### config.mk
export PLATFORM = sky130hd
export DESIGN_NAME = exec_writeback_ctrl_flat
export DESIGN_NICKNAME = d
export VERILOG_FILES = /design/src/rtl/exec_writeback_ctrl_if.sv /design/src/rtl/exec_writeback_ctrl.sv /design/src/flat_wrapper.sv
export SDC_FILE = /design/constraint.sdc
export NUM_CORES = 1
export LEC_CHECK = 0
export BUFFER_PORTS_ARGS = -buffer_cell sky130_fd_sc_hd__buf_4
export CORE_ASPECT_RATIO = 2
export CORE_MARGIN = 4
export CORE_UTILIZATION = 45
export CTS_CLUSTER_DIAMETER = 120
export DETAILED_ROUTE_END_ITERATION = 12
export PLACE_DENSITY = 0.68
export SYNTH_ARGS = -nofsm -noshare
export SYNTH_HDL_FRONTEND = slang
export SYNTH_SLANG_ARGS = --single-unit
### constraint.sdc
create_clock -name clk -period 6.1 [get_ports clk]
set_input_delay 0.915 -clock clk [delete_from_list [all_inputs] [get_ports clk]]
set_output_delay 0.915 -clock clk [all_outputs]
set_load 0.005 [all_outputs]
### src/rtl/exec_writeback_ctrl_if.sv
// ============================================================================
// exec_writeback_ctrl_if : fetch handshake and register-file port bundle
// Revision 1.0 - initial release
// ============================================================================
`timescale 1ns/1ps
`default_nettype none

interface exec_writeback_ctrl_if #(
  parameter int DW = 4,
  parameter int IW = 16
);
  logic          instr_valid;
  logic [IW-1:0] instr;
  logic          instr_ready;
  logic [3:0]    read_reg1;
  logic [3:0]    read_reg2;
  logic [DW-1:0] read_data1;
  logic [DW-1:0] read_data2;
  logic          reg_write;
  logic [3:0]    write_reg;
  logic [DW-1:0] write_data;

  // master: the execute/write-back controller
  modport master (
    input  instr_valid, instr, read_data1, read_data2,
    output instr_ready, read_reg1, read_reg2, reg_write, write_reg, write_data
  );

  // slave: fetch stage plus register file
  modport slave (
    output instr_valid, instr, read_data1, read_data2,
    input  instr_ready, read_reg1, read_reg2, reg_write, write_reg, write_data
  );
endinterface

`default_nettype wire

### src/rtl/exec_writeback_ctrl.sv
// ============================================================================
// exec_writeback_ctrl : 4-cycle execute/write-back controller, 4-bit MIPS core
// Optional zero/carry flags enabled by macro EXEC_ALU_FLAGS_EN
// Revision 1.0 - initial release
// ============================================================================
`timescale 1ns/1ps
`default_nettype none

module exec_writeback_ctrl #(
  parameter int DW = 4,
  parameter int IW = 16
) (
  input  wire logic                    clk,
  input  wire logic                    rst_n,
  exec_writeback_ctrl_if.master        bus,
  output logic                         retired,
  output logic                         halted,
  output logic                         illegal,
  output logic                         flag_z,
  output logic                         flag_c
);

  typedef enum logic [2:0] {
    IDLE = 3'd0,
    READ = 3'd1,
    EXEC = 3'd2,
    WB   = 3'd3,
    HALT = 3'd4
  } state_t;

  state_t        state;
  logic [3:0]    op_q;
  logic [3:0]    imm_q;
  logic [DW-1:0] op_a;
  logic [DW-1:0] op_b;

  logic [DW-1:0] alu_res;
  logic [3:0]    alu_dst;
  logic          alu_we;
  logic          alu_ill;

  assign bus.instr_ready = (state == IDLE);

  // rt is still held in read_reg2, so it doubles as the I-type destination
  always_comb begin
    alu_res = '0;
    alu_dst = imm_q;
    alu_we  = 1'b0;
    alu_ill = 1'b0;
    case (op_q)
      4'h0: ;
      4'h1: begin alu_res = op_a + op_b; alu_we = 1'b1; end
      4'h2: begin alu_res = op_a - op_b; alu_we = 1'b1; end
      4'h3: begin alu_res = op_a & op_b; alu_we = 1'b1; end
      4'h4: begin alu_res = op_a | op_b; alu_we = 1'b1; end
      4'h5: begin alu_res = op_a ^ op_b; alu_we = 1'b1; end
      4'h6: begin alu_res = op_a + imm_q; alu_dst = bus.read_reg2; alu_we = 1'b1; end
      4'h7: begin alu_res = imm_q;        alu_dst = bus.read_reg2; alu_we = 1'b1; end
      4'h8: begin alu_res = {{(DW-1){1'b0}}, (op_a < op_b)}; alu_we = 1'b1; end
      4'hF: ;
      default: alu_ill = 1'b1;
    endcase
  end

  always_ff @(posedge clk or negedge rst_n) begin
    if (!rst_n) begin
      state          <= IDLE;
      op_q           <= 4'h0;
      imm_q          <= 4'h0;
      op_a           <= '0;
      op_b           <= '0;
      bus.read_reg1  <= 4'h0;
      bus.read_reg2  <= 4'h0;
      bus.reg_write  <= 1'b0;
      bus.write_reg  <= 4'h0;
      bus.write_data <= '0;
      retired        <= 1'b0;
      halted         <= 1'b0;
      illegal        <= 1'b0;
    end else begin
      bus.reg_write <= 1'b0;
      retired       <= 1'b0;
      case (state)
        IDLE: begin
          if (bus.instr_valid) begin
            op_q          <= bus.instr[IW-1 -: 4];
            imm_q         <= bus.instr[3:0];
            bus.read_reg1 <= bus.instr[11:8];
            bus.read_reg2 <= bus.instr[7:4];
            state         <= READ;
          end
        end
        READ: begin
          op_a  <= bus.read_data1;
          op_b  <= bus.read_data2;
          state <= EXEC;
        end
        EXEC: begin
          if (op_q == 4'hF) begin
            halted <= 1'b1;
            state  <= HALT;
          end else begin
            bus.reg_write <= alu_we;
            if (alu_we) begin
              bus.write_reg  <= alu_dst;
              bus.write_data <= alu_res;
            end
            if (alu_ill) begin
              illegal <= 1'b1;
            end
            retired <= 1'b1;
            state   <= WB;
          end
        end
        WB:      state <= IDLE;
        HALT:    state <= HALT;
        default: state <= IDLE;
      endcase
    end
  end

`ifdef EXEC_ALU_FLAGS_EN
  logic flag_upd;
  logic carry;

  // modulo sum wrapped below its first addend exactly when a carry occurred
  always_comb begin
    flag_upd = 1'b0;
    carry    = 1'b0;
    case (op_q)
      4'h1, 4'h6: begin flag_upd = 1'b1; carry = (alu_res < op_a); end
      4'h2:       begin flag_upd = 1'b1; carry = (op_a < op_b); end
      4'h3, 4'h4, 4'h5, 4'h8: flag_upd = 1'b1;
      default: ;
    endcase
  end

  always_ff @(posedge clk or negedge rst_n) begin
    if (!rst_n) begin
      flag_z <= 1'b0;
      flag_c <= 1'b0;
    end else if ((state == EXEC) && flag_upd) begin
      flag_z <= (alu_res == '0);
      flag_c <= carry;
    end
  end
`else
  assign flag_z = 1'b0;
  assign flag_c = 1'b0;
`endif

endmodule

`default_nettype wire
### src/flat_wrapper.sv
// flat-port wrapper written by rule: the top's interface ports become plain ports
module exec_writeback_ctrl_flat 
#(
  parameter int DW = 4,
  parameter int IW = 16
)
  (clk, rst_n, retired, halted, illegal, flag_z, flag_c, bus_instr_valid, bus_instr, bus_read_data1, bus_read_data2, bus_instr_ready, bus_read_reg1, bus_read_reg2, bus_reg_write, bus_write_reg, bus_write_data);
  exec_writeback_ctrl_if #(.DW(DW), .IW(IW)) bus_i ();
  input  wire logic clk;
  input  wire logic rst_n;
  output logic retired;
  output logic halted;
  output logic illegal;
  output logic flag_z;
  output logic flag_c;
  input wire logic [$bits(bus_i.instr_valid)-1:0] bus_instr_valid;
  input wire logic [$bits(bus_i.instr)-1:0] bus_instr;
  input wire logic [$bits(bus_i.read_data1)-1:0] bus_read_data1;
  input wire logic [$bits(bus_i.read_data2)-1:0] bus_read_data2;
  output wire logic [$bits(bus_i.instr_ready)-1:0] bus_instr_ready;
  output wire logic [$bits(bus_i.read_reg1)-1:0] bus_read_reg1;
  output wire logic [$bits(bus_i.read_reg2)-1:0] bus_read_reg2;
  output wire logic [$bits(bus_i.reg_write)-1:0] bus_reg_write;
  output wire logic [$bits(bus_i.write_reg)-1:0] bus_write_reg;
  output wire logic [$bits(bus_i.write_data)-1:0] bus_write_data;
  assign bus_i.instr_valid = bus_instr_valid;
  assign bus_i.instr = bus_instr;
  assign bus_i.read_data1 = bus_read_data1;
  assign bus_i.read_data2 = bus_read_data2;
  assign bus_instr_ready = bus_i.instr_ready;
  assign bus_read_reg1 = bus_i.read_reg1;
  assign bus_read_reg2 = bus_i.read_reg2;
  assign bus_reg_write = bus_i.reg_write;
  assign bus_write_reg = bus_i.write_reg;
  assign bus_write_data = bus_i.write_data;
  exec_writeback_ctrl #(.DW(DW), .IW(IW)) u_core (.clk(clk), .rst_n(rst_n), .bus(bus_i), .retired(retired), .halted(halted), .illegal(illegal), .flag_z(flag_z), .flag_c(flag_c));
endmodule
==> impl_metrics.json, run 1 <==
{
  "die_area_um2": 6370,
  "synth_warnings": 0,
  "slew_headroom_pct": 49.7,
  "cts_tree": "done",
  "final_common_cell": "buf_4",
  "worst_ep_required_time_ns": 6.32,
  "area_growth_syn_to_layout_pct": 21.2,
  "rr_startpoint": "u_core.op_q[2]",
  "rrSetupSlack_ns": 3.43,
  "root_buffer": "clkbuf_8",
  "fin_skew_ns": 0.00409,
  "synth.distinct_cells": 53,
  "seq_area_frac_synth_pct": 42.6,
  "track_usage_pct": 18.6,
  "ys_seq_elements": 39,
  "synthArstFlopShare_pct": 100,
  "cts_hold_buf": 0,
  "fin_crit_ns": 2.67,
  "diodes": 0,
  "dr.pass1.iters": 4,
  "cts_buffer_depth": 2,
  "stdcell_count": 328,
  "vias": 1799,
  "max_cap_viol_count": 0,
  "first_global_vias": 1879,
  "die_h_um": 109,
  "synth-compound-area-share_pct": 14.5,
  "final.setup.tns_ns": 0,
  "cp.arrival_ns": 2.89,
  "syn_area_per_cell_um2": 10.0,
  "crit_start": "u_core.op_q[2]",
  "synthCells": 229,
  "die_w_um": 58.5,
  "r2r-end": "u_core.bus.write_data[3]",
  "finalWirelength_mm": 5.41,
  "dp_cells": 320,
  "wl_per_cell_um": 16.5,
  "max_freq_mhz": 374,
  "routabilityCongestion": 0.886,
  "grt_pass1_wl_mm": 8.88,
  "final_cell_mix": "buf_4 (48), dfrtp_1 (39), nand2_1 (20), ha_1 (15)",
  "synth_area_um2": 2290,
  "hold_viol": 0,
  "drive_gt1_share_pct": 26.2,
  "port_buffers": 47,
  "final_max_slew_viol_count": 0,
  "worst_slew_pin_slew_ns": 0.754,
  "hpwl_mm": 4.16,
  "critPathKind": "flip-flop to flip-flop",
  "core_area_um2": 4910,
  "drt_iter0_drc": 40,
  "grt_max_degree": 40,
  "clock_latency_ns": 0.30,
  "finalCritPeriodShare_pct": 43.8,
  "cts_buffers": 5,
  "hold_class": "flip-flop to flip-flop",
  "leakage_nw": 1.32,
  "crit_end": "u_core.bus.write_data[3]",
  "peakVddDrop_mv": 0.363,
  "synth_edf_count": 0,
  "ff2ff_path_depth": 8,
  "outcome": "finished, final reports clean",
  "overflow": 0,
  "setup_viol": 0,
  "fin_nets": 314,
  "synthFlopType": "dfrtp_1",
  "cts_resized": 0,
  "cts-htree-levels": 2,
  "cp-start-kind": "flip-flop",
  "clk_pin_slew_worst_paths_ns": 0.08,
  "synth_top_family_by_area": "simple AND/OR/NAND/NOR gates",
  "power-per-cell-area_nw_per_um2": 559,
  "postCtsSetupBuffers": 0,
  "fin_util_pct": 56.6,
  "rsz0062_at_grt": "no",
  "start_util_pct": 46.7,
  "critPathMaxFanout": 24,
  "worstSetupEndpointType": "flip-flop",
  "vias_per_cell": 5.48,
  "placed_area_um2": 2660,
  "antenna_found_initial": 0,
  "detail-route-antenna-nets": 0,
  "synth_xor_area_share_pct": 0.382,
  "synth_fa_ha_area_share_pct": 9.93,
  "boundaryPins": 50,
  "stdcell_area_um2": 2780,
  "row_count": 36,
  "synth_mux_area_share_pct": 10.5,
  "drc": 0,
  "numClockSinks": 39,
  "synth-simple-area-share_pct": 16.4
}
-- stage by stage --
step | setup WS [ns] | total power (W) | hold slack (ns)
detailed placement | 3.45 | 0.00133 | 0.458
finish | 3.43 | 0.00155 | 0.473
CTS | 3.44 | 0.00157 | 0.480
global placement | 3.55 | 0.00131 | 0.450
global route | 3.20 | 0.00169 | 0.508
floorplan | 3.86 | 0.00103 | 0.451
-- synthesized netlist by cell type, drive strengths merged (3+ instances only) --
library cell | n | area, µm²
a31oi | 4 | 25.0
a21o | 4 | 30.0
nand2b | 7 | 43.8
mux2 | 17 | 191
ha | 15 | 188
dfrtp | 39 | 976
inv | 15 | 56.3
nor3b | 6 | 45.0
and3 | 3 | 18.8
buf | 6 | 37.5
nand2 | 20 | 75.1
nor2 | 14 | 52.6
clkbuf | 9 | 33.8
o21ai | 18 | 90.1
a21oi | 8 | 43.8
and2 | 3 | 18.8
mux2i | 5 | 50.1
or2 | 3 | 18.8
-- cells by family (layout without fill, tap and decap cells) --
logic type / count (synthesis) / after routing
simple gates: 69 / 69
compound gates: 50 / 50
flops: 39 / 39
buf+inv: 30 / 71
mux: 22 / 22
fa+ha+maj: 17 / 17
other cells: 1 / 2
xor+xnor: 1 / 1
-- critical path: stages, from the launching register on --
cell and delay [ns]:
dfrtp_1 0.75, and4bb_1 0.42, nor2_1 0.06, a21o_1 0.17, ha_1 0.28, a21o_1 0.10
a21oi_1 0.07, or4b_1 0.53, a41oi_2 0.20
-- report_power, final --
| group | total [W] | internal (W) | switching (W) |
|---|---|---|---|
| Combinational | 0.000762 | 0.000391 | 0.000370 |
| Sequential | 0.000556 | 0.000386 | 0.000170 |
| Clock | 0.000234 | 0.000135 | 0.0000996 |
-- area by class of cell --
cell class	count	area, µm²
clock buffers	6	82.6
clock inverters	2	38.8
fillers	467	2130
inverters	15	56.3
multi-input cells	161	1190
flip-flops and latches	39	976
well taps	57	71.3
repair buffers	48	360
-- worst min path at each step --
stage / start / to / depth (start not counted)
detailed placement: u_core.halted / u_core.halted / 1
global placement: u_core.halted / u_core.halted / 1
finish: u_core.halted / u_core.halted / 1
floorplan: u_core.halted / u_core.halted / 1
CTS: u_core.halted / u_core.halted / 1
global route: u_core.illegal / u_core.illegal / 2
-- layer usage --
metal | part of all wire, % | track usage (%) | up-vias
li1 | - | - | 876
met1 | 37 | 20.4 | 868
met2 | 56 | 33.0 | 41
met3 | 3.4 | 3.08 | 14
met4 | 3.9 | 10.3 | 0
met5 | 0 | 0 | -
(Power assumes the default switching activity.)
==> run 2: changes to the inputs <==
Settings changed: PLACE_DENSITY 0.68 to 0.71.
Clock period 6.1 ns to 2.4 ns, I/O delays scaled along.
==> run 2 against run 1 <==
Cell count increased by 1.5%. Sequential share of layout area decreased by 0.079 points. Sequential power increased by 120%. Clock power increased by 86%. Critical endpoint unchanged. Highest routed layer unchanged.
==> impl_metrics.json, run 2 (same netlist as run 1, synthesis figures left out) <==
{
  "finalWirelength_mm": 5.21,
  "drive_gt1_share_pct": 27.5,
  "worst_ep_required_time_ns": 2.63,
  "stdcell_count": 333,
  "hpwl_mm": 4.02,
  "final_cell_mix": "buf_4 (54), dfrtp_1 (39), nand2_1 (20), ha_1 (15)",
  "rsz0062_at_grt": "no",
  "start_util_pct": 46.7,
  "highest_layer": "met4",
  "max_stage_delay_ns": 0.52,
  "final_common_cell": "buf_4",
  "drc": 0,
  "rr_startpoint": "u_core.op_q[3]",
  "final.setup.tns_ns": 0,
  "boundaryPins": 50,
  "vias": 1832,
  "fin_util_pct": 56.7,
  "cts_tree": "done",
  "stdcell_area_um2": 2780,
  "dr.pass1.iters": 4,
  "overflow": 0,
  "cp.arrival_ns": 2.47,
  "crit_start": "u_core.op_q[3]",
  "clk_pin_slew_worst_paths_ns": 0.08,
  "cts_resized": 0,
  "antenna_found_initial": 0,
  "p_sw_share_pct": 41.2,
  "met1Wirelength_mm": 1.78,
  "p_clk_share_pct": 11.6,
  "fin_crit_ns": 2.25,
  "postCtsSetupBuffers": 0,
  "fin_skew_ns": 0.0140,
  "fin_nets": 320,
  "clock_latency_ns": 0.30,
  "max_cap_viol_count": 0,
  "root_buffer": "clkbuf_8",
  "combPwrFrac_pct": 55.3,
  "grt_max_degree": 40,
  "track_usage_pct": 17.5,
  "placed_area_um2": 2700,
  "cts_buffers": 5,
  "ff2ff_path_depth": 8,
  "critPathMaxFanout": 8,
  "die_area_um2": 6370,
  "vias_per_cell": 5.50,
  "hold_viol": 0,
  "diodes": 0,
  "first_global_vias": 1794,
  "seqPwrFrac_pct": 33.1,
  "grt_pass1_wl_mm": 8.27,
  "row_count": 36,
  "setup_viol": 0,
  "dp_cells": 326,
  "crit_chain": "and4bb_1, nor2_1, a21o_1, ha_1, a21o_1, a21oi_1, or4b_1, a41oi_2",
  "worstSetupEndpointType": "flip-flop",
  "routabilityCongestion": 0.824,
  "max_freq_mhz": 445,
  "rrSetupSlack_ns": 0.15,
  "power-per-cell-area_nw_per_um2": 1350,
  "wl_per_cell_um": 15.6,
  "leakage_nw": 1.33,
  "r2r-end": "u_core.bus.write_data[3]",
  "cts_buffer_depth": 2,
  "cts-htree-levels": 2,
  "cts_hold_buf": 0,
  "critPathMostFrequentCell": "a21o_1",
  "crit_end": "u_core.bus.write_data[3]",
  "die_h_um": 109,
  "peakVddDrop_mv": 0.797,
  "critPathKind": "flip-flop to flip-flop",
  "fin_hold_ws_ns": 0.0234,
  "core_area_um2": 4910,
  "drt_iter0_drc": 35,
  "numClockSinks": 39,
  "wl_met2_mm": 3.11,
  "finalCritPeriodShare_pct": 93.6,
  "detail-route-antenna-nets": 0,
  "slowest_stage": "or4b_1",
  "area_growth_syn_to_layout_pct": 21.5,
  "cp-start-kind": "flip-flop",
  "p_sw_w": 0.00155,
  "port_buffers": 47,
  "final_max_slew_viol_count": 0,
  "intPower_w": 0.00221,
  "outcome": "finished, final reports clean",
  "dr_wl_met3_um": 139,
  "hold_class": "input pin to async pin",
  "die_w_um": 58.5
}
## run 2: worst min path at each step
stage	cells past startpoint	start	to
6_report	1	rst_n	u_core.bus.write_reg[2]
5_1_grt	1	rst_n	u_core.bus.write_reg[3]
4_1_cts	1	rst_n	u_core.bus.write_data[3]
3_5_place_dp	1	rst_n	u_core.bus.write_reg[3]
3_3_place_gp	1	rst_n	u_core.bus.read_reg1[3]
2_1_floorplan	0	rst_n	u_core.bus.read_reg1[0]
## run 2: layout make-up
class	instances	area (µm²)
inverter	15	56.3
clock buffer	5	68.8
multi-input combinational	161	1190
sequential	39	976
timing repair buffer	54	405
clock inverter	2	13.8
fill	459	2130
tap	57	71.3
## run 2: layer usage
metal  track usage (%)  vias up
li1                  -      885
met1              16.8      902
met2              33.1       31
met3              2.84       14
met4              10.1        0
met5                 0        -
## run 2: power groups by stage
stage	registers, W	logic [W]	clock network [W]
global placement	0.00125	0.00206	0
floorplan	0.00121	0.00142	0
detailed placement	0.00126	0.00211	0
CTS	0.00125	0.00211	0.000450
finish	0.00124	0.00208	0.000436
global route	0.00129	0.00233	0.000477
## run 2: stage by stage
step,total power [W],setup slack [ns]
2_1_floorplan,0.00262,0.157
3_3_place_gp,0.00331,0.205
3_5_place_dp,0.00337,0.150
4_1_cts,0.00381,0.141
5_1_grt,0.00410,0.0163
6_report,0.00376,0.155
## run 2: critical path: cells and delay by family (launching register included)
| kind | cells | cell delay [ns] |
|---|---|---|
| AO/OA/AOI/OAI | 4 | 0.53 |
| AND/OR/NAND/NOR | 3 | 1.00 |
| flip-flops | 1 | 0.39 |
| adder cells (fa/ha/maj) | 1 | 0.28 |
==> run 3: changes to the inputs <==
Settings changed: REMOVE_ABC_BUFFERS set to 1.
==> run 3 against run 2 <==
Cell count is 0.60% higher. Critical path depth stayed put. Clock power hardly changed. Flip-flop and latch count stayed put. Worst setup slack better by 0.064 ns. Total power is 1.8% higher. Clock skew is 0.0057 ns lower. First-iteration DRC count is 40% higher. Worst hold slack better by 0.0050 ns. Critical path type unchanged. Largest cell class unchanged.
==> impl_metrics.json, run 3 (same netlist as run 1, synthesis figures left out) <==
{
  "track_usage_pct": 19.2,
  "critPathKind": "flip-flop to flip-flop",
  "crit_chain": "and4bb_1, nor2_1, a21o_1, ha_1, a21o_1, a21oi_1, or4b_1, a41oi_2",
  "rsz0062_at_grt": "no",
  "n_fill_cell": 446,
  "final_common_cell": "buf_4",
  "first_global_vias": 1976,
  "hold_class": "input pin to async pin",
  "routabilityCongestion": 0.949,
  "use_met3_pct": 2.01,
  "multi_input_area_um2": 1190,
  "overflow": 0,
  "finalWirelength_mm": 5.35,
  "grt_use_met1_pct": 20.7,
  "fin_nets": 321,
  "leakage_nw": 1.33,
  "fin_hold_ws_ns": 0.0284,
  "boundaryPins": 50,
  "grt_max_degree": 40,
  "grtUsageMet2_pct": 33.8,
  "drive_gt1_share_pct": 27.7,
  "port_buffers": 47,
  "drt_iter0_drc": 49,
  "postCtsSetupBuffers": 0,
  "row_count": 36,
  "grt_pass1_wl_mm": 9.22,
  "cts-htree-levels": 2,
  "fin_skew_ns": 0.00831,
  "clk_pin_slew_worst_paths_ns": 0.08,
  "vias": 1834,
  "setup_viol": 0,
  "cts_hold_buf": 0,
  "cp.arrival_ns": 2.39,
  "drc": 0,
  "cts_buffer_depth": 2,
  "power-per-cell-area_nw_per_um2": 1370,
  "final_cell_mix": "buf_4 (55), dfrtp_1 (39), nand2_1 (20), ha_1 (15)",
  "max_cap_viol_count": 0,
  "slowest_stage": "or4b_1",
  "fin_crit_ns": 2.18,
  "numClockSinks": 39,
  "cp-start-kind": "flip-flop",
  "dr.pass1.iters": 4,
  "diodes": 0,
  "wl_per_cell_um": 16.0,
  "finalCritPeriodShare_pct": 90.9,
  "hpwl_mm": 4.08,
  "start_util_pct": 46.7,
  "fin_util_pct": 56.9,
  "cts_tree": "done",
  "outcome": "finished, final reports clean",
  "final_max_slew_viol_count": 0,
  "cts_buffers": 5,
  "rr_startpoint": "u_core.op_q[3]",
  "worstSetupEndpointType": "flip-flop",
  "antenna_found_initial": 0,
  "rrSetupSlack_ns": 0.22,
  "stdcell_area_um2": 2790,
  "max_stage_delay_ns": 0.52,
  "peakVddDrop_mv": 0.740,
  "seqCellArea_um2": 976,
  "final.setup.tns_ns": 0,
  "crit_start": "u_core.op_q[3]",
  "core_area_um2": 4910,
  "die_w_um": 58.5,
  "max_freq_mhz": 459,
  "clock_latency_ns": 0.29,
  "cts_resized": 0,
  "die_h_um": 109,
  "hold_viol": 0,
  "critPathMaxFanout": 4,
  "placed_area_um2": 2710,
  "busiest_layer": "met2",
  "vias_per_cell": 5.47,
  "detail-route-antenna-nets": 0,
  "worst_ep_required_time_ns": 2.61,
  "die_area_um2": 6370,
  "root_buffer": "clkbuf_8",
  "area_growth_syn_to_layout_pct": 21.9,
  "ff2ff_path_depth": 8,
  "critPathMostFrequentCell": "a21o_1"
}
run 3: cell count changes in the layout (fill, tap and decap cells not counted), sizes merged:
cell / delta
clkbuf: +1
buf: +1
clkinvlp: +1
clkinv: -1
run 3: final timing paths:
kind,endpoint
min reg2reg,u_core.halted
max,u_core.bus.write_data[3]
min in group clk,u_core.op_a[0]
min,u_core.bus.write_reg[1]
max reg2reg,u_core.bus.write_data[3]
max in group asynchronous,u_core.retired
run 3: power by group:
group	leakage, nW	internal (W)	total (W)	switching (W)
sequential	0.470	0.000985	0.00125	0.000261
combinational	0.821	0.00104	0.00215	0.00110
clock	0.0412	0.000203	0.000436	0.000233
total	1.33	0.00223	0.00383	0.00160
run 3: per-stage QoR:
step	total power, W	std cells	worst slack [ns]
after global placement	0.00336	327	0.280
after detailed placement	0.00342	327	0.237
after CTS	0.00387	335	0.212
after floorplan	0.00255	215	0.00428
after global routing	0.00419	335	0.0325
final	0.00383	335	0.219
run 3: area by class of cell:
cell class,count,area share [%]
clock buffer,6,2.60
clock inverter,2,0.448
inverter,15,2.02
multi-input combinational,161,42.7
sequential,39,34.9
tap,57,2.55
timing repair buffer,55,14.8
run 3: metal layers:
metal	up-vias	wire [µm]
met5	-	0
met1	879	1940
met2	49	2930
met4	0	272
met3	18	200
li1	888	-
run 3: worst max-delay path: cells and delay by family, from the launching register on:
| kind | cells | cell delay, ns |
|---|---|---|
| AND/OR/NAND/NOR | 3 | 0.90 |
| adder cells (fa/ha/maj) | 1 | 0.28 |
| flip-flops | 1 | 0.38 |
| AO/OA/AOI/OAI | 4 | 0.54 |
